**config.mk**
```make
export PLATFORM = sky130hd
export DESIGN_NAME = mem_addr_sel_seq_flat
export DESIGN_NICKNAME = d
export VERILOG_FILES = /design/src/rtl/mem_addr_sel_seq_if.sv /design/src/rtl/mem_addr_sel_seq.sv /design/src/flat_wrapper.sv
export SDC_FILE = /design/constraint.sdc
export NUM_CORES = 1
export LEC_CHECK = 0
export CAP_MARGIN = 15
export CORE_AREA = 2 2 79 81
export CTS_CLUSTER_DIAMETER = 150
export DETAILED_ROUTE_END_ITERATION = 16
export DIE_AREA = 0 0 81 83
export DONT_BUFFER_PORTS = 1
export PLACE_DENSITY = 0.53
export SYNTH_ARGS = -nofsm -noshare
export SYNTH_HDL_FRONTEND = slang
export SYNTH_SLANG_ARGS = --single-unit
```
**constraint.sdc**
```tcl
create_clock -name clk -period 1.8 [get_ports clk]
set_input_delay 0 -clock clk [delete_from_list [all_inputs] [get_ports clk]]
set_output_delay 0 -clock clk [all_outputs]
set_load 0.01 [all_outputs]
```
**src/rtl/mem_addr_sel_seq_if.sv**
```systemverilog
// -----------------------------------------------------------------------------
// mem_addr_sel_seq_if
// Bundles the request/response signals of the memory-address selector.
//   selector  source index, sampled with start
//   data_in   flattened address sources, source k = data_in[k*WIDTH +: WIDTH]
//   size      access size (00 byte, 01 half, 1x word), sampled with start
//   start     request a new access
//   flush     synchronous abort back to idle
//   mem_addr  registered selected address
//   mem_req   memory request, high for LAT cycles per accepted access
//   done      one-cycle completion pulse
//   misalign  one-cycle alignment-reject pulse
//   busy      access in progress
// master: drives the request side; slave: the selector block itself.
// -----------------------------------------------------------------------------
interface mem_addr_sel_seq_if #(
  parameter int WIDTH   = 32,
  parameter int NUM_SRC = 5,
  parameter int SEL_W   = 3
);
  logic [SEL_W-1:0]         selector;
  logic [NUM_SRC*WIDTH-1:0] data_in;
  logic [1:0]               size;
  logic                     start;
  logic                     flush;
  logic [WIDTH-1:0]         mem_addr;
  logic                     mem_req;
  logic                     done;
  logic                     misalign;
  logic                     busy;

  modport master (
    output selector, data_in, size, start, flush,
    input  mem_addr, mem_req, done, misalign, busy
  );

  modport slave (
    input  selector, data_in, size, start, flush,
    output mem_addr, mem_req, done, misalign, busy
  );
endinterface

```
**src/rtl/mem_addr_sel_seq.sv**
```systemverilog
// -----------------------------------------------------------------------------
// mem_addr_sel_seq
// Registered memory-address source mux with a fixed-latency request handshake.
// One of NUM_SRC sources is captured into the address register on an accepted
// start; mem_req is then held for LAT cycles, followed by a one-cycle done.
//
// Ports:
//   clk      rising-edge clock
//   reset_n  asynchronous active-low reset
//   bus      mem_addr_sel_seq_if.slave (selector, data_in, size, start, flush
//            in; mem_addr, mem_req, done, misalign, busy out)
//
// Configuration macro:
//   ADDR_ALIGN_CHK_EN  when defined, misaligned half/word accesses are rejected
//                      with a misalign pulse; when undefined, size is ignored
//                      and every start in idle proceeds to the request phase.
// -----------------------------------------------------------------------------
module mem_addr_sel_seq #(
  parameter int WIDTH   = 32,
  parameter int NUM_SRC = 5,
  parameter int SEL_W   = 3,
  parameter int LAT     = 1
) (
  input  logic               clk,
  input  logic               reset_n,
  mem_addr_sel_seq_if.slave  bus
);

  localparam int CNT_W = $clog2(LAT + 1);
  localparam int SW1   = SEL_W + 1;

  localparam logic [SW1-1:0]   NUM_SRC_EXT = SW1'(NUM_SRC);
  localparam logic [SEL_W-1:0] LAST_SRC    = SEL_W'(NUM_SRC - 1);
  localparam logic [CNT_W-1:0] CNT_INIT    = CNT_W'(LAT - 1);

  typedef enum logic [1:0] {
    ST_IDLE = 2'd0,
    ST_BUSY = 2'd1,
    ST_DONE = 2'd2
  } state_t;

`ifdef ADDR_ALIGN_CHK_EN
  // Byte is always aligned; half needs bit 0 clear; word (and 11) needs [1:0] clear.
  function automatic logic addr_aligned(input logic [1:0] lsb, input logic [1:0] sz);
    logic ok;
    case (sz)
      2'b00:   ok = 1'b1;
      2'b01:   ok = ~lsb[0];
      default: ok = (lsb == 2'b00);
    endcase
    return ok;
  endfunction
`endif

  state_t           state_q;
  logic [CNT_W-1:0] cnt_q;
  logic [WIDTH-1:0] mem_addr_q;
  logic             mem_req_q;
  logic             done_q;
  logic             misalign_q;
  logic             busy_q;

  logic [SEL_W-1:0] sel_idx_s;
  logic [WIDTH-1:0] src_s;
  logic             aligned_s;

  // Out-of-range selector values all fall onto the last source (legacy priority).
  always_comb begin
    sel_idx_s = LAST_SRC;
    if ({1'b0, bus.selector} < NUM_SRC_EXT) begin
      sel_idx_s = bus.selector;
    end else begin
      sel_idx_s = LAST_SRC;
    end
  end

  // Pick the selected source word out of the flattened input bus.
  always_comb begin
    src_s = bus.data_in[int'(sel_idx_s)*WIDTH +: WIDTH];
  end

  // Alignment verdict for the candidate address.
  always_comb begin
`ifdef ADDR_ALIGN_CHK_EN
    aligned_s = addr_aligned(src_s[1:0], bus.size);
`else
    aligned_s = 1'b1;
`endif
  end

  // Handshake FSM; all outputs are registered alongside the state.
  always_ff @(posedge clk or negedge reset_n) begin
    if (!reset_n) begin
      state_q    <= ST_IDLE;
      cnt_q      <= '0;
      mem_addr_q <= '0;
      mem_req_q  <= 1'b0;
      done_q     <= 1'b0;
      misalign_q <= 1'b0;
      busy_q     <= 1'b0;
    end else begin
      // Pulses default low; they are only raised on the transition that owns them.
      done_q     <= 1'b0;
      misalign_q <= 1'b0;
      case (state_q)
        ST_IDLE: begin
          if (bus.flush) begin
            // flush wins over a simultaneous start: nothing is captured.
            state_q   <= ST_IDLE;
            mem_req_q <= 1'b0;
            busy_q    <= 1'b0;
          end else if (bus.start) begin
            // Capture even on reject so the bad address is visible to the handler.
            mem_addr_q <= src_s;
            if (aligned_s) begin
              state_q   <= ST_BUSY;
              cnt_q     <= CNT_INIT;
              mem_req_q <= 1'b1;
              busy_q    <= 1'b1;
            end else begin
              state_q    <= ST_IDLE;
              misalign_q <= 1'b1;
              mem_req_q  <= 1'b0;
              busy_q     <= 1'b0;
            end
          end else begin
            state_q   <= ST_IDLE;
            mem_req_q <= 1'b0;
            busy_q    <= 1'b0;
          end
        end
        ST_BUSY: begin
          if (bus.flush) begin
            state_q   <= ST_IDLE;
            mem_req_q <= 1'b0;
            busy_q    <= 1'b0;
          end else if (cnt_q != '0) begin
            cnt_q <= cnt_q - CNT_W'(1);
          end else begin
            state_q   <= ST_DONE;
            mem_req_q <= 1'b0;
            done_q    <= 1'b1;
          end
        end
        ST_DONE: begin
          // Leaves unconditionally; a flush here has the same effect.
          state_q   <= ST_IDLE;
          mem_req_q <= 1'b0;
          busy_q    <= 1'b0;
        end
        default: begin
          state_q   <= ST_IDLE;
          cnt_q     <= '0;
          mem_req_q <= 1'b0;
          busy_q    <= 1'b0;
        end
      endcase
    end
  end

  assign bus.mem_addr = mem_addr_q;
  assign bus.mem_req  = mem_req_q;
  assign bus.done     = done_q;
  assign bus.misalign = misalign_q;
  assign bus.busy     = busy_q;

endmodule

```
**src/flat_wrapper.sv**
```systemverilog
// flat-port wrapper written by rule: the top's interface ports become plain ports
module mem_addr_sel_seq_flat 
#(
  parameter int WIDTH   = 32,
  parameter int NUM_SRC = 5,
  parameter int SEL_W   = 3,
  parameter int LAT     = 1
)
  (clk, reset_n, bus_selector, bus_data_in, bus_size, bus_start, bus_flush, bus_mem_addr, bus_mem_req, bus_done, bus_misalign, bus_busy);
  mem_addr_sel_seq_if #(.WIDTH(WIDTH), .NUM_SRC(NUM_SRC), .SEL_W(SEL_W)) bus_i ();
  input  logic clk;
  input  logic reset_n;
  input wire logic [$bits(bus_i.selector)-1:0] bus_selector;
  input wire logic [$bits(bus_i.data_in)-1:0] bus_data_in;
  input wire logic [$bits(bus_i.size)-1:0] bus_size;
  input wire logic [$bits(bus_i.start)-1:0] bus_start;
  input wire logic [$bits(bus_i.flush)-1:0] bus_flush;
  output wire logic [$bits(bus_i.mem_addr)-1:0] bus_mem_addr;
  output wire logic [$bits(bus_i.mem_req)-1:0] bus_mem_req;
  output wire logic [$bits(bus_i.done)-1:0] bus_done;
  output wire logic [$bits(bus_i.misalign)-1:0] bus_misalign;
  output wire logic [$bits(bus_i.busy)-1:0] bus_busy;
  assign bus_i.selector = bus_selector;
  assign bus_i.data_in = bus_data_in;
  assign bus_i.size = bus_size;
  assign bus_i.start = bus_start;
  assign bus_i.flush = bus_flush;
  assign bus_mem_addr = bus_i.mem_addr;
  assign bus_mem_req = bus_i.mem_req;
  assign bus_done = bus_i.done;
  assign bus_misalign = bus_i.misalign;
  assign bus_busy = bus_i.busy;
  mem_addr_sel_seq #(.WIDTH(WIDTH), .NUM_SRC(NUM_SRC), .SEL_W(SEL_W), .LAT(LAT)) u_core (.clk(clk), .reset_n(reset_n), .bus(bus_i));
endmodule
```
==> results.py <==
metrics = {
    "power": {
        "power.density_nw_per_um2": 740,
        "p_clk_share_pct": 27.0,
        "combPwrFrac_pct": 21.7,
        "power_switching_mw": 0.655,
        "ir_drop_v": 0.000268,
        "p_seq_share_pct": 51.3,
        "p_sw_share_pct": 29.8,
        "intPower_mw": 1.55,
        "cellLeakagePower_nw": 1.21,
    },
    "cells_and_area": {
        "nets": 427,
        "final_util_pct": 51.1,
        "multi_input_area_um2": 1410,
        "regArea_um2": 901,
        "drive_gt1_share_pct": 28.6,
        "antenna_cells": 0,
        "area_growth_syn_to_layout_pct": 21.8,
        "nFillCells": 563,
    },
    "timing": {
        "grt_setup_unrepaired": "false",
        "finalSetupViolCount": 0,
        "relSlewSlack_pct": 62.0,
        "fmax_mhz": 596,
        "worstMarginPinSlew_ns": 0.568,
        "finClkSkew_ns": 0.00478,
        "finalHoldViolCount": 0,
        "fin_crit_sh_pct": 93.2,
        "fin_crit_ns": 1.68,
        "tns_ns": 0,
        "slew_violations": 0,
    },
    "grt": {
        "grt_pass1_vias": 2103,
        "grt_max_degree": 57,
        "grt-ovfl-total": 0,
        "antenna_found_initial": 0,
        "grt_use_total_pct": 20.7,
        "grt_pass1_wl_um": 10800,
    },
    "worst_setup_path": {
        "cpMaxStageDelayCell": "or4b_2",
        "r2r_end": "u_core.bus.mem_addr[26]",
        "critPathBufInv": 1,
        "reg2reg_setup_slack_ns": 0.12,
        "crit_fanout": 6,
        "arrival_ns": 1.84,
        "end_kind": "register",
        "max_stage_delay_ns": 0.76,
        "critPathRequiredTime_ns": 1.96,
        "cp_cell_sequence": "or4b_2 -> clkinv_2 -> mux2i_1 -> o21ai_1",
        "r2r-start": "u_core.bus.done",
        "crit_start": "u_core.bus.done",
        "start_kind": "register",
        "r2r_cells": 4,
        "path_class": "register to register",
        "cp_top_family": "simple AND/OR/NAND/NOR gates",
    },
    "placement": {
        "gp_congestion": 0.763,
        "hpwlAfterDp_um": 4910,
        "portBuffers": 0,
    },
    "synthesis": {
        "synth_flop_cell": "dfrtp_1",
        "synth_area_um2": 2440,
        "synth_cells": 230,
        "synth.distinct_cells": 26,
        "syn_area_per_cell_um2": 10.6,
        "yosys_register_bits": 36,
        "synth_edf_count": 0,
        "ys_warn_count": 0,
        "syn_nets": 399,
        "synthArstFlopShare_pct": 100,
        "seq_area_frac_synth_pct": 36.9,
    },
    "drt": {
        "firstDrtPassIters": 8,
        "finalWirelength_um": 7040,
        "ant_nets": 0,
        "routed_via_density": 6.10,
        "drtIter0Drc": 206,
        "wl_per_cell_um": 21.1,
        "num_vias": 2038,
        "route.detailed.drc": 0,
    },
    "floorplan": {
        "die_w_um": 81,
        "ioPinCount": 205,
        "die_h_um": 83,
        "start_util_pct": 42.0,
        "rows": 28,
        "floorplan.die_area_um2": 6720,
        "core_region_area_um2": 5820,
    },
    "job": {
        "cap_viol_max_count": 0,
    },
    "min_path": {
        "hp-start": "bus_selector[2]",
        "hp-class": "input port to register",
        "holdPathEnd": "u_core.bus.mem_addr[16]",
        "whs_path_depth": 2,
    },
    "clock_tree": {
        "h-tree-depth": 2,
        "path_clk_slew_ns": 0.07,
        "cts.path.max_buffers": 2,
        "root_buffer": "clkbuf_8",
        "clock_latency_ns": 0.28,
        "numCtsBuffers": 5,
        "cts_tree": "yes",
        "post_cts_buffers": 0,
        "cts.sinks": 36,
    },
    "status": {
        "outcome": "complete, no violations",
    },
}
-- worst max path at each step --
stage | endpoint | slack [ns] | cells past startpoint
2_1_floorplan | u_core.bus.mem_addr[13] | 0.28 | 5
3_3_place_gp | u_core.bus.mem_addr[6] | 0.12 | 4
3_5_place_dp | u_core.bus.mem_addr[7] | 0.09 | 4
4_1_cts | u_core.bus.mem_addr[6] | 0.08 | 4
5_1_grt | u_core.bus.mem_addr[23] | 0.006 | 4
6_report | u_core.bus.mem_addr[26] | 0.12 | 4
-- area by class of cell --
type / count / share of cell area, %
Tap cell: 75 / 3.16
Timing Repair Buffer: 45 / 15.8
Sequential cell: 36 / 30.3
Multi-Input combinational cell: 168 / 47.5
Clock buffer: 8 / 3.03
Inverter: 2 / 0.294
-- logic make-up (layout without fill, tap and decap cells) --
family | after synthesis | count (layout) | synth area share, %
AND/OR/NAND/NOR | 41 | 41 | 7.63
AO/OA/AOI/OAI | 62 | 62 | 18.4
other | 1 | 1 | 0.154
buffers and inverters | 26 | 55 | 5.53
flip-flops | 36 | 36 | 36.9
multiplexers | 64 | 64 | 31.4
-- registers in the layout (all words and copies together) (netlist names) --
signal	count
u_core.bus.busy	1
u_core.bus.mem_addr	32
u_core.bus.mem_req	1
u_core.state_q	1
u_core.bus.done	1
-- power by group through the flow --
stage          clock network, mW  logic, mW  registers (mW)
3_3_place_gp                   0      0.367            1.15
2_1_floorplan                  0      0.359            1.11
5_1_grt                    0.649      0.539            1.15
4_1_cts                    0.617      0.482            1.14
6_report                   0.595      0.477            1.13
3_5_place_dp                   0      0.378            1.15
-- routing by layer --
layer  GRT usage (%)  part of all wire, %  vias to the layer above
met1            24.6                   39                      956
met5               0                    0                        -
met3            5.00                  9.2                        8
li1                -                    -                      945
met2            36.4                   51                      129
met4            6.32                 0.90                        0
-- synthesized netlist by cell type, types with 5 or more instances --
cell	number	area share (%)
nor2_1	7	1.1
clkbuf_1	9	1.4
mux2_2	50	23
a222oi_1	25	10
mux4_2	5	4.6
o21ai_0	25	5.1
mux2i_1	9	3.7
a21oi_1	5	1.0
buf_2	11	2.3
dfrtp_1	36	37
nand2_1	25	3.8
-- placed cells by master (no fill, tap or decap), types with 2 or more instances in the layout --
cell type,Yosys,routed
clkbuf_1,9,2
clkbuf_8,0,6
a21oi_1,5,5
and2_1,2,2
and3b_1,2,2
buf_4,2,5
o21ai_1,2,2
buf_12,0,3
a222oi_1,25,25
dlygate4sd3_1,0,36
dfrtp_1,36,36
o21ai_0,25,25
mux4_2,5,5
a211o_1,2,2
nor2_1,7,6
nand2_1,25,25
a211oi_1,2,2
mux2i_1,9,9
mux2_2,50,50
-- per-stage QoR --
step | hold slack, ns | instance area (um2) | instances | setup WS (ns) | total power, mW
6_report | 0.00146 | 2970 | 334 | 0.123 | 2.20
3_5_place_dp | -0.295 | 2480 | 288 | 0.0928 | 1.53
3_3_place_gp | -0.295 | 2480 | 288 | 0.124 | 1.52
2_1_floorplan | -0.296 | 2440 | 230 | 0.283 | 1.47
5_1_grt | 0.0476 | 2970 | 334 | 0.00578 | 2.33
4_1_cts | 0.0201 | 2970 | 334 | 0.0808 | 2.23
-- what timing repair did --
| item | CTS | global route |
|---|---|---|
| endpoints found under the hold margin | 69 | 0 |
| resized for setup | 0 | 1 |
| hold buffers | 38 | 0 |
| endpoints found under the setup margin | 0 | 3 |
Power figures use the tool's default switching activity.
